--- src/rtl/ps2_mouse_packet_decoder.sv ---
// PS/2 mouse stream-mode packet decoder: assembles 3-byte packets into buttons and deltas,
// then integrates the deltas into a clamped screen cursor position.
module ps2_mouse_packet_decoder #(
    parameter int CLK_HZ     = 27000000,
    parameter int TIMEOUT_US = 2000,
    parameter int SCREEN_W   = 640,
    parameter int SCREEN_H   = 480,
    parameter int POS_W      = 10
) (
    input  logic              clk,
    input  logic              rst,
    input  logic              enable,
    input  logic [7:0]        rx_data,
    input  logic              rx_valid,
    input  logic              rx_err,
    output logic              pkt_valid,
    output logic [2:0]        btn,
    output logic signed [8:0] dx,
    output logic signed [8:0] dy,
    output logic              x_ovf,
    output logic              y_ovf,
    output logic [POS_W-1:0]  pos_x,
    output logic [POS_W-1:0]  pos_y,
    output logic              sync_err,
    output logic [1:0]        idx
);

    // 64-bit product: TIMEOUT_US * CLK_HZ overflows 32 bits at the default clock.
    localparam int TIMEOUT_CYC = int'((64'(TIMEOUT_US) * 64'(CLK_HZ)) / 64'd1000000);
    localparam int TW          = $clog2(TIMEOUT_CYC + 1);
    localparam int CW          = POS_W + 2;

    localparam logic signed [CW-1:0] X_MAX = CW'(SCREEN_W - 1);
    localparam logic signed [CW-1:0] Y_MAX = CW'(SCREEN_H - 1);

    typedef enum logic [1:0] {
        S_B0 = 2'd0,
        S_B1 = 2'd1,
        S_B2 = 2'd2
    } state_t;

    state_t        state, state_next, state_eff;
    logic [TW-1:0] timer, timer_next;
    logic [7:0]    status_q, status_next;
    logic [7:0]    xbyte_q, xbyte_next;
    logic          pkt_fire;
    logic          sync_fire;
    logic          timed_out;

    logic signed [CW-1:0] ex, ey, nx, ny;
    logic [POS_W-1:0]     nx_clamped, ny_clamped;

    assign idx = state;

    always_comb begin
        state_next  = state;
        state_eff   = state;
        timer_next  = timer;
        status_next = status_q;
        xbyte_next  = xbyte_q;
        pkt_fire    = 1'b0;
        sync_fire   = 1'b0;
        timed_out   = (state != S_B0) && (timer == TW'(TIMEOUT_CYC));

        if (!enable) begin
            state_next = S_B0;
            timer_next = '0;
        end else if (rx_err) begin
            state_next = S_B0;
            timer_next = '0;
            sync_fire  = 1'b1;
        end else begin
            // A timeout resyncs first, so a byte arriving in the same cycle is judged as a status byte.
            if (timed_out) begin
                state_eff  = S_B0;
                state_next = S_B0;
                sync_fire  = 1'b1;
            end
            case (state_eff)
                S_B0: begin
                    timer_next = '0;
                    if (rx_valid) begin
                        if (rx_data[3]) begin
                            status_next = rx_data;
                            state_next  = S_B1;
                        end else begin
                            sync_fire = 1'b1;
                        end
                    end
                end
                S_B1: begin
                    if (rx_valid) begin
                        xbyte_next = rx_data;
                        state_next = S_B2;
                        timer_next = '0;
                    end else begin
                        timer_next = timer + TW'(1);
                    end
                end
                S_B2: begin
                    if (rx_valid) begin
                        pkt_fire   = 1'b1;
                        state_next = S_B0;
                        timer_next = '0;
                    end else begin
                        timer_next = timer + TW'(1);
                    end
                end
                default: begin
                    state_next = S_B0;
                    timer_next = '0;
                end
            endcase
        end
    end

    always_comb begin
        ex = x_ovf ? '0 : {{(CW-9){dx[8]}}, dx};
        ey = y_ovf ? '0 : {{(CW-9){dy[8]}}, dy};
        nx = $signed({2'b00, pos_x}) + ex;
        // Mouse Y grows upward, screen Y grows downward.
        ny = $signed({2'b00, pos_y}) - ey;

        if (nx[CW-1])       nx_clamped = '0;
        else if (nx > X_MAX) nx_clamped = X_MAX[POS_W-1:0];
        else                nx_clamped = nx[POS_W-1:0];

        if (ny[CW-1])       ny_clamped = '0;
        else if (ny > Y_MAX) ny_clamped = Y_MAX[POS_W-1:0];
        else                ny_clamped = ny[POS_W-1:0];
    end

    always_ff @(posedge clk) begin
        if (rst) begin
            state     <= S_B0;
            timer     <= '0;
            status_q  <= '0;
            xbyte_q   <= '0;
            pkt_valid <= 1'b0;
            sync_err  <= 1'b0;
            btn       <= '0;
            dx        <= '0;
            dy        <= '0;
            x_ovf     <= 1'b0;
            y_ovf     <= 1'b0;
            pos_x     <= POS_W'(SCREEN_W / 2);
            pos_y     <= POS_W'(SCREEN_H / 2);
        end else begin
            state     <= state_next;
            timer     <= timer_next;
            status_q  <= status_next;
            xbyte_q   <= xbyte_next;
            pkt_valid <= pkt_fire;
            sync_err  <= sync_fire;
            if (pkt_fire) begin
                btn   <= status_q[2:0];
                dx    <= {status_q[4], xbyte_q};
                dy    <= {status_q[5], rx_data};
                x_ovf <= status_q[6];
                y_ovf <= status_q[7];
            end
            if (pkt_valid && enable) begin
                pos_x <= nx_clamped;
                pos_y <= ny_clamped;
            end
        end
    end

endmodule

--- config.mk ---
export PLATFORM = sky130hd
export DESIGN_NAME = ps2_mouse_packet_decoder
export DESIGN_NICKNAME = d
export VERILOG_FILES = /design/src/rtl/ps2_mouse_packet_decoder.sv
export SDC_FILE = /design/constraint.sdc
export NUM_CORES = 1
export LEC_CHECK = 0
export CAP_MARGIN = 20
export CORE_MARGIN = 5
export CORE_UTILIZATION = 50
export CTS_CLUSTER_SIZE = 20
export DETAILED_ROUTE_END_ITERATION = 10
export GPL_ROUTABILITY_DRIVEN = 1
export PLACE_DENSITY = 0.74
export SYNTH_ARGS = -nofsm -noshare
export SYNTH_HDL_FRONTEND = slang
export SYNTH_SLANG_ARGS = --single-unit
--- constraint.sdc ---
create_clock -name clk -period 5.3 [get_ports clk]
set_input_delay 1.325 -clock clk [delete_from_list [all_inputs] [get_ports clk]]
set_output_delay 1.325 -clock clk [all_outputs]
set_load 0.03 [all_outputs]
==> metrics <==
result of the run=finished, final reports clean; number of hold buffers added after cts=0; total number of vias=4,111; post-route fraction of the period consumed by the critical path=around three fifths; # port buffers=between 50 and 60; total core area=slightly below 9000 um^2; Synth Area in XOR/XNOR=between 5 and 6%; die footprint=11,100 um^2; number of failing hold endpoints at the final stage=0; Layout Area Growth over Synthesis=18.1%; number of buffers inserted during clock tree synthesis=9; CP Capture Type=register; asr flop ratio synth=0%; netlist area before placement=around 4500 um^2; count of antenna-violating nets left after detailed routing=0; post-DR wirelength/cell=15.2 um; slew of the pin with the lowest slew margin=about 0.92 ns; max-capacitance violation count=0; gate family responsible for the most delay along the worst path=compound AO/OA/AOI/OAI gates; ratio of cells with drive above 1 in the final layout=6.47%; level count of the clock H-tree=3; later-pin clock latency in the skew report=between 0.3 and 0.4 ns; setup fix buffers added after clock tree synthesis=0; clk slew on worst S/H paths=about 0.080 ns; Comb pwr share=under 10%; post-cts resize count=0; Net Sw Power=~0.23 mW; post-route DRC violation count=0; vias per inst=around 5.8; detailed-router iteration count before antenna repair=4; die extent in y=about 110 um; diodes inserted=0; Simple-Gate Fraction of Synth Area=22.9%; predominant post-synthesis flop cell=sky130_fd_sc_hd__dfxtp_1; vias in the first global route=a little under 4,000; startpoint of the lowest-slack register-to-register path=x_ovf$_SDFFE_PP0P_; number of pins exceeding their max-slew limit in the final report=0; grt ovf=0; most frequent standard cell in the layout excluding fill and tap cells=sky130_fd_sc_hd__nand2_1; Post-Syn Instances=between 500 and 600; number of cells on the worst reg-to-reg path=8; multiplexer share of the synthesized area=approximately 2%; Initial Utilization=between 50 and 60%; Highest Clock Rate=319 MHz; Worst Path Required=5.56 ns; Reg power frac=57.8%; post-synthesis share of cell area spent on full adders, half adders and majority gates=under 10%; reg2reg setup slack=between 2 and 2.5 ns; Worst setup startpoint=x_ovf$_SDFFE_PP0P_; final design instance area without fill=~5400 um^2; Tightest Hold Check Type=reg2reg; endpoint of the most critical setup path=pos_x[6]$_SDFFE_PP1P_; library cell contributing the largest single delay on the critical path=sky130_fd_sc_hd__nor2b_1; routed wire length=between 10 and 15 mm; die width=approximately 110 um; total negative setup slack=0 ns; Relative slew margins=about two fifths; data arrival at the endpoint of the critical path=3.40 ns; floorplan row count=34; top library cells by usage in the layout, fill and taps aside=sky130_fd_sc_hd__nand2_1, sky130_fd_sc_hd__dfxtp_1, sky130_fd_sc_hd__clkdlybuf4s50_1; combinational family with the most area after synthesis=simple AND/OR/NAND/NOR gates; total power divided by cell area=approximately 190 nW/um^2; number of enable-type register cells in the synthesized netlist=0; antenna violations before repair=0; Final Net Count=around 640; RSZ-0062 raised after global routing=false; clock network power share=about two fifths; Crit Path Class=reg2reg; fraction of the yosys area taken by sequential cells=34.5%; Worst Hold Margin=0.455 ns; Design Power=1.02 mW; maximum number of pins on one net before global-route repair=between 40 and 50; placed instance area=5180 um^2; drt initial violations=approximately 170; Critical Path Stages=8; switch share=between 20% and 30%; gp weighted congestion=between 0.8 and 0.9; time the worst path needs with I/O delays and setup=approximately 3.1 ns; number of distinct library cells after synthesis=just under 70; largest incremental delay on the critical path=roughly 0.72 ns; largest fanout on the critical path=11; mean cell area of the mapped netlist=~8.3 um^2; overall routing resource usage=between 10% and 20%; Synth Area in Compound Gates=22.4%; dpl ws=1.85 ns; maximum clock skew at final layout=0.00839 ns; sink count of the clock tree=about 80; Leak=1.98 nW; worst reg2reg endpoint=pos_x[6]$_SDFFE_PP1P_; count of boundary I/O pins=60; clock root cell=sky130_fd_sc_hd__clkbuf_8; combined buffer and inverter count along the critical path=0; buffer depth of the longest clock path=2; worst IR drop on VDD=between 150 and 200 uV; Synth Register Bits=78; detailed-placement wirelength estimate=8.31 mm; CP cell instances=nor2b_1 -> ha_1 -> a21o_1 -> o311ai_0 -> a211o_1 -> o31a_1 -> nor4_2 -> a221oi_2; first-pass GRT wire length=around 18 mm; nets in the synthesized netlist=between 500 and 600; internal power=between 0.7 and 0.8 mW; clock tree from TritonCTS=done; total of warnings raised by yosys=0; number of failing setup endpoints in the final timing report=0; final critical-path setup slack=between 2 and 2.5 ns; startpoint type of the worst setup path=register
-- power by group through the flow --
stage	Combinational, mW	Sequential [mW]	Clock [mW]
3_5_place_dp	0.0329	0.602	0
5_1_grt	0.0352	0.588	0.431
6_report	0.0330	0.588	0.397
4_1_cts	0.0329	0.588	0.409
3_3_place_gp	0.0321	0.602	0
2_1_floorplan	0.0140	0.603	0
-- worst min-delay path by stage --
stage                                   startpoint                 endpoint  slack [ns]  cells after the start
after floorplan           status_q[7]$_SDFFE_PP0P_       y_ovf$_SDFFE_PP0P_        0.43                      2
after global placement    status_q[7]$_SDFFE_PP0P_       y_ovf$_SDFFE_PP0P_        0.44                      2
after detailed placement  status_q[6]$_SDFFE_PP0P_       x_ovf$_SDFFE_PP0P_        0.44                      2
after CTS                  xbyte_q[6]$_SDFFE_PP0P_  xbyte_q[6]$_SDFFE_PP0P_        0.46                      2
after global routing       xbyte_q[5]$_SDFFE_PP0P_  xbyte_q[5]$_SDFFE_PP0P_        0.48                      2
final                     status_q[6]$_SDFFE_PP0P_       x_ovf$_SDFFE_PP0P_        0.45                      2
-- sequential cells by signal, summed over array words and instances (netlist names) --
| name | count |
|---|---|
| timer | 16 |
| pos_x | 10 |
| pos_y | 10 |
| dx | 9 |
| dy | 9 |
| xbyte_q | 8 |
| status_q | 7 |
| btn | 3 |
| idx | 2 |
| pkt_valid | 1 |
| sync_err | 1 |
| x_ovf | 1 |
| y_ovf | 1 |
-- per-stage QoR --
stage | std cells | util (%)
after floorplan | 549 | -
after global placement | 695 | 59.1
after detailed placement | 695 | 59.1
after CTS | 711 | 61.1
after global routing | 711 | 61.1
final | 711 | 61.1
-- routing by layer --
| layer | up-vias | wire length [um] | track usage (%) |
|---|---|---|---|
| met5 | - | 0 | 0 |
| met4 | 0 | 148 | 5.94 |
| met3 | 16 | 640 | 4.25 |
| met2 | 127 | 5050 | 31.9 |
| met1 | 1947 | 4950 | 25.9 |
| li1 | 2021 | - | - |
-- Yosys cell counts, types with 4 or more instances --
cell / n / area (um^2)
sky130_fd_sc_hd__nor2_1: 38 / 143
sky130_fd_sc_hd__nor2b_1: 12 / 75.1
sky130_fd_sc_hd__nor3_1: 11 / 55.1
sky130_fd_sc_hd__nand2b_1: 17 / 106
sky130_fd_sc_hd__a21o_1: 14 / 105
sky130_fd_sc_hd__ha_1: 29 / 363
sky130_fd_sc_hd__nand4_1: 5 / 31.3
sky130_fd_sc_hd__and2_1: 5 / 31.3
sky130_fd_sc_hd__mux2i_1: 9 / 90.1
sky130_fd_sc_hd__dfxtp_1: 78 / 1560
sky130_fd_sc_hd__a31oi_1: 6 / 37.5
sky130_fd_sc_hd__o21ai_1: 10 / 50.1
sky130_fd_sc_hd__xnor2_1: 11 / 96.3
sky130_fd_sc_hd__o211ai_1: 5 / 37.5
sky130_fd_sc_hd__o31ai_1: 4 / 30.0
sky130_fd_sc_hd__and3_1: 8 / 50.1
sky130_fd_sc_hd__a211o_1: 5 / 43.8
sky130_fd_sc_hd__nand2_1: 93 / 349
sky130_fd_sc_hd__clkbuf_1: 18 / 67.6
sky130_fd_sc_hd__inv_1: 23 / 86.3
sky130_fd_sc_hd__a21oi_1: 51 / 255
sky130_fd_sc_hd__buf_2: 4 / 20.0
sky130_fd_sc_hd__nand3_1: 14 / 70.1
sky130_fd_sc_hd__xor2_1: 13 / 114
-- worst min-delay path: cells and delay by family, from the launching register on --
family	cells	cell delay, ns
flops	1	0.31
simple gates	1	0.05
compound gates	1	0.05
-- layout make-up --
type / instances / area (um^2)
fill: 784 / 3410
multi-input combinational: 424 / 2780
sequential: 78 / 1560
timing repair buffer: 61 / 606
clock buffer: 12 / 145
tap: 108 / 135
inverter: 24 / 90.1
clock inverter: 4 / 31.3
-- kinds of logic (layout without fill, tap and decap cells) --
family | after synthesis | after routing
multiplexers | 9 | 9
flip-flops | 78 | 78
buffers and inverters | 47 | 101
adder cells (fa/ha/maj) | 31 | 31
AO/OA/AOI/OAI | 141 | 141
XOR/XNOR | 25 | 25
AND/OR/NAND/NOR | 218 | 218
(Power assumes the default switching activity.)
